`src/rtl/instr_encoder.sv`:
```
// Instruction encoder: turns one request into opcode (+ optional immediate) bytes
// written sequentially into program memory. Optional build macro: INSTR_ENCODER_CHECK_EN.

`ifndef INSTR_ENCODER_SYMBOLS
`define INSTR_ENCODER_SYMBOLS
`define OP_NOP  8'h00
`define OP_HLT  8'h01
`define OP_CALL 8'h02
`define OP_RET  8'h03
`define OP_CMP  8'h04
`define OP_JMP  8'h05
`define OP_LDI  8'h08
`define OP_LDX  8'h10
`define OP_STX  8'h18
`define OP_PUSH 8'h20
`define OP_POP  8'h28
`define OP_ALU  8'h40
`define OP_MOV  8'h80
`endif

module instr_encoder (
    input  logic       clk,
    input  logic       rst,
    input  logic       req_valid,
    output logic       req_ready,
    input  logic [3:0] req_class,
    input  logic [2:0] req_dst,
    input  logic [2:0] req_src,
    input  logic [3:0] req_alu,
    input  logic       req_imm_en,
    input  logic [7:0] req_imm,
    input  logic       clear,
    output logic       mem_we,
    output logic [7:0] mem_addr,
    output logic [7:0] mem_wdata,
    output logic       full,
    output logic       error
);

    localparam logic [7:0] LpLdi  = `OP_LDI;
    localparam logic [7:0] LpLdx  = `OP_LDX;
    localparam logic [7:0] LpStx  = `OP_STX;
    localparam logic [7:0] LpPush = `OP_PUSH;
    localparam logic [7:0] LpPop  = `OP_POP;
    localparam logic [7:0] LpAlu  = `OP_ALU;
    localparam logic [7:0] LpMov  = `OP_MOV;

    typedef enum logic [1:0] {StIdle, StEmitOp, StEmitImm, StFull} state_e;

    state_e     r_state;
    logic       r_we;
    logic [7:0] r_addr;
    logic [7:0] r_wdata;
    logic       r_full;
    logic       r_error;
    logic       r_imm_en;
    logic [7:0] r_imm;
    logic [7:0] w_enc;

    always_comb begin
        w_enc = `OP_NOP;
        case (req_class)
            4'd0:    w_enc = `OP_NOP;
            4'd1:    w_enc = `OP_HLT;
            4'd2:    w_enc = `OP_CALL;
            4'd3:    w_enc = `OP_RET;
            4'd4:    w_enc = `OP_CMP;
            4'd5:    w_enc = {LpAlu[7:4], req_alu[3], req_alu[2:0]};
            4'd6:    w_enc = {LpLdi[7:3], req_src};
            4'd7:    w_enc = {LpLdx[7:3], req_src};
            4'd8:    w_enc = {LpStx[7:3], req_src};
            4'd9:    w_enc = {LpPush[7:3], req_src};
            4'd10:   w_enc = {LpPop[7:3], req_src};
            4'd11:   w_enc = `OP_JMP;
            4'd12:   w_enc = {LpMov[7:6], req_dst, req_src};
            default: w_enc = `OP_NOP;
        endcase
    end

    // Opcode byte is registered at acceptance so the write lands one cycle later.
    always_ff @(posedge clk or posedge rst) begin
        if (rst) begin
            r_state  <= StIdle;
            r_we     <= 1'b0;
            r_addr   <= 8'h00;
            r_wdata  <= 8'h00;
            r_full   <= 1'b0;
            r_error  <= 1'b0;
            r_imm_en <= 1'b0;
            r_imm    <= 8'h00;
        end else if (clear) begin
            r_state <= StIdle;
            r_we    <= 1'b0;
            r_addr  <= 8'h00;
            r_full  <= 1'b0;
        end else begin
            case (r_state)
                StIdle: begin
                    r_we <= 1'b0;
                    if (req_valid) begin
`ifdef INSTR_ENCODER_CHECK_EN
                        if (req_class > 4'd12) begin
                            r_error <= 1'b1;
                        end else begin
                            r_we     <= 1'b1;
                            r_wdata  <= w_enc;
                            r_imm_en <= req_imm_en;
                            r_imm    <= req_imm;
                            r_state  <= StEmitOp;
                        end
`else
                        r_we     <= 1'b1;
                        r_wdata  <= w_enc;
                        r_imm_en <= req_imm_en;
                        r_imm    <= req_imm;
                        r_state  <= StEmitOp;
`endif
                    end
                end
                StEmitOp: begin
                    if (r_addr == 8'hFF) begin
                        // Opcode took the last slot: immediate has nowhere to go.
                        r_we    <= 1'b0;
                        r_full  <= 1'b1;
                        r_state <= StFull;
                        if (r_imm_en) r_error <= 1'b1;
                    end else begin
                        r_addr <= r_addr + 8'd1;
                        if (r_imm_en) begin
                            r_we    <= 1'b1;
                            r_wdata <= r_imm;
                            r_state <= StEmitImm;
                        end else begin
                            r_we    <= 1'b0;
                            r_state <= StIdle;
                        end
                    end
                end
                StEmitImm: begin
                    r_we <= 1'b0;
                    if (r_addr == 8'hFF) begin
                        r_full  <= 1'b1;
                        r_state <= StFull;
                    end else begin
                        r_addr  <= r_addr + 8'd1;
                        r_state <= StIdle;
                    end
                end
                StFull: begin
                    r_we <= 1'b0;
                end
            endcase
        end
    end

    assign req_ready = (r_state == StIdle);
    assign mem_we    = r_we;
    assign mem_addr  = r_addr;
    assign mem_wdata = r_wdata;
    assign full      = r_full;
    assign error     = r_error;

endmodule

```
`config.mk`:
```
export PLATFORM = sky130hd
export DESIGN_NAME = instr_encoder
export DESIGN_NICKNAME = d
export VERILOG_FILES = /design/src/rtl/instr_encoder.sv
export SDC_FILE = /design/constraint.sdc
export NUM_CORES = 1
export LEC_CHECK = 0
export BUFFER_PORTS_ARGS = -buffer_cell sky130_fd_sc_hd__buf_4
export CAP_MARGIN = 20
export CORE_MARGIN = 4
export CORE_UTILIZATION = 40
export CTS_BUF_LIST = sky130_fd_sc_hd__clkbuf_4 sky130_fd_sc_hd__clkbuf_8
export DETAILED_ROUTE_END_ITERATION = 16
export PLACE_DENSITY = 0.66
export SYNTH_ARGS = -nofsm -noshare
export SYNTH_HDL_FRONTEND = slang
export SYNTH_SLANG_ARGS = --single-unit
```
`constraint.sdc`:
```
create_clock -name clk -period 4.05 [get_ports clk]
set_input_delay 1.215 -clock clk [delete_from_list [all_inputs] [get_ports clk]]
set_output_delay 1.215 -clock clk [all_outputs]
set_load 0.01 [all_outputs]
```
==> results.toml <==
[run_status]
status = "complete, no violations"

[clock_network]
clkLatencyLatePin_ps = 280
ctsRootBufferMaster = "clkbuf_8"
cts_buffers = 5
post_cts_resized = 0
htreeDepth = 2
numClockSinks = 30
clockBufferDepth = 2
cts_tree = "done"
post_cts_buffers = 0
clkTransAtPathRegs_ps = 60
ctsHoldBuffers = 0

[route]
drc = 0
num_vias = 1496
ant_nets = 0
wl_per_cell_um = 14.94
dr.pass1.iters = 4
vias_per_cell = 5.381
drt-total-wl_um = 4153
drt-initial-drc-count = 37

[die]
num_io_pins = 47
rows = 24
die_area_um2 = 5747
die_w_um = 75.81
die_h_um = 75.81
core_um2 = 4414
initial_core_util_pct = 41.67

[setup_path]
crit_start = "r_state[0]"
rr_startpoint = "r_state[1]"
cp_slowest_cell = "dfrtp_1"
crit_fanout = 7
reg2reg_slack_ps = 1860
cpPeakStageDelay_ps = 400
cp-start-kind = "register"
reg2reg_depth = 6
worstPathRequired_ps = 2830
arrival_ps = 1210
path_cells = "inv_1 > ha_1 > buf_4"
criticalPathCategory = "register to output port"
endpoint_kind = "output port"
timing.rr.end = "mem_wdata[7]"

[placed_design]
place_ws_ps = 1505
place.gp.congestion = 0.7619
place_hpwl_um = 3023
portBuffers = 46

[synth]
synthDistinctLibCells = 50
seq_area_frac_synth_pct = 40.82
synth_xor_xnor_area_share_pct = 2.857
avgSynthCellArea_um2 = 10.05
synthTopCellsByArea = "dfrtp_1 (41%), mux2_2 (5.5%), mux2_4 (3.3%)"
synthFlopType = "dfrtp_1"
syn_nets = 214
synthAdderAreaFrac_pct = 2.721
postSynthCellCount = 183
synth-simple-area-share_pct = 21.36
synthArstFlopShare_pct = 100.0
yosysWarnings = 0
synth_compound_area_share_pct = 17.55
synthMuxAreaShare_pct = 9.864
synth-edff-count = 0
synth.largest_area_cell = "dfrtp_1"
netlist_area_um2 = 1839
yosys.area.top_type_share_pct = 40.82
synth_top_family_by_area = "simple AND/OR/NAND/NOR gates"
ys_ff_latch = 30

[timing]
rsz0062_at_grt = "false"
max_freq_mhz = 412.5
fin_ws_ps = 1626
drv_slew = 0
fin_setup_tns_ps = 0
relSlewSlack_pct = 60.10
tightestPinTransition_ps = 598.4
setup_viol = 0
fin_skew_ps = 4.471
hold_violations = 0
fin_crit_sh_pct = 59.86
period_needed_ps = 2424

[global_routing]
grt_pass1_vias = 1375
top_usage_layer = "met2"
gr-usage-met1_pct = 21.30
antenna_found_initial = 0
track_usage_pct = 15.18
grt_pass1_wl_um = 6548
use_met2_pct = 22.72
grt_max_degree = 23
overflow = 0
grtUsageMet3_pct = 3.034

[cells_and_area]
nets = 256
drive_gt1_share_pct = 32.30
multi_input_area_um2 = 999.7
antenna_cells = 0
fillerInstances = 430
area_growth_pct = 25.17
regArea_um2 = 750.7

[worst_hold_path]
min_path_type = "register to register"
hold-path-cell-count = 1
min_to = "error"
hold_path.startpoint = "error"

[run]
drv_cap = 0

[power_and_ir_drop]
power_density_nw_per_um2 = 458.2
peakVddDrop_v = 0.0002370
p_leak_nw = 1.075
==> report_power, final <==
part / switching, W / internal [W]
sequential: 0.0000513 / 0.000378
combinational: 0.000178 / 0.000200
clock: 0.000104 / 0.000143
total: 0.000333 / 0.000721
==> layout make-up <==
type	instances	area share, %
multi-input combinational	136	43.42
clock inverter	1	0.2174
tap	52	2.826
clock buffer	7	3.913
timing repair buffer	47	16.20
sequential	30	32.61
inverter	5	0.8152
==> placed cells by master (no fill, tap or decap), drive strengths merged, types with 3 or more instances in the layout <==
cell     count
nand4b       3
nor2b        3
nand3b       5
nor3         4
a2bb2oi      3
o21ai        7
a21oi        6
dfrtp       30
ha           4
mux2        13
o211ai       4
clkbuf       7
inv          5
nand2b       9
nor3b        3
buf         47
xor2         6
nor2        16
and3         5
nand2       11
o41ai        3
==> cell families (layout without fill, tap and decap cells) <==
logic type	after synthesis	count (layout)
flip-flops	30	30
XOR/XNOR	6	6
buffers and inverters	17	60
multiplexers	15	15
AO/OA/AOI/OAI	42	42
adder cells (fa/ha/maj)	4	4
AND/OR/NAND/NOR	69	69
==> layer usage <==
layer	wire (um)	up-vias	part of all wire, %
li1	-	760	-
met1	1971	695	47
met2	1899	36	46
met3	213	5	5.1
met4	69	0	1.7
met5	0	-	0
==> registers in the layout, summed over array words and instances, names as in the netlist <==
register and flops:
r_state 2, mem_we 1, mem_wdata 8, error 1, r_imm_en 1, r_imm 8
mem_addr 8, full 1
==> synthesized netlist by cell type, drive strengths merged, types with 2 or more instances <==
cell type / instances
a221oi: 2
nand4b: 3
buf: 8
and3b: 2
a31oi: 2
nor2: 16
xor2: 6
o211ai: 4
a21oi: 6
a21o: 2
o21ai: 7
inv: 5
o211a: 2
nand3b: 5
nand2: 11
nor2b: 3
and3: 5
nand4: 2
nor3b: 3
a2bb2oi: 3
clkbuf: 4
nor3: 4
a211oi: 2
ha: 4
mux2: 13
nand3: 2
o41ai: 3
nand2b: 9
dfrtp: 30
mux2i: 2
o31ai: 2
==> critical path, delay by kind of cell (launching register included) <==
kind                       cells  cell delay (ps)
DFF                            1              400
adders and majority gates      1              280
buffers and inverters          2              250
==> stage by stage <==
stage / area [um^2] / total power [W] / util, % / std cells / hold slack, ps
3_3_place_gp: 2180 / 0.0008058 / 49.38 / 269 / 458.0
2_1_floorplan: 1839 / 0.0006644 / - / 183 / 479.3
5_1_grt: 2302 / 0.001122 / 52.15 / 278 / 505.1
6_report: 2302 / 0.001055 / 52.15 / 278 / 474.2
3_5_place_dp: 2207 / 0.0008122 / 50.00 / 270 / 452.4
4_1_cts: 2302 / 0.001069 / 52.15 / 278 / 478.5
==> worst max-delay path by stage <==
stage,endpoint,slack (ps),depth (start not counted)
after global routing,req_ready,1550,3
final,req_ready,1630,3
after CTS,req_ready,1600,3
after floorplan,mem_wdata[4],1720,4
after detailed placement,mem_wdata[5],1500,5
after global placement,mem_wdata[5],1580,5
Note: power is estimated with default switching activity, not from simulation.
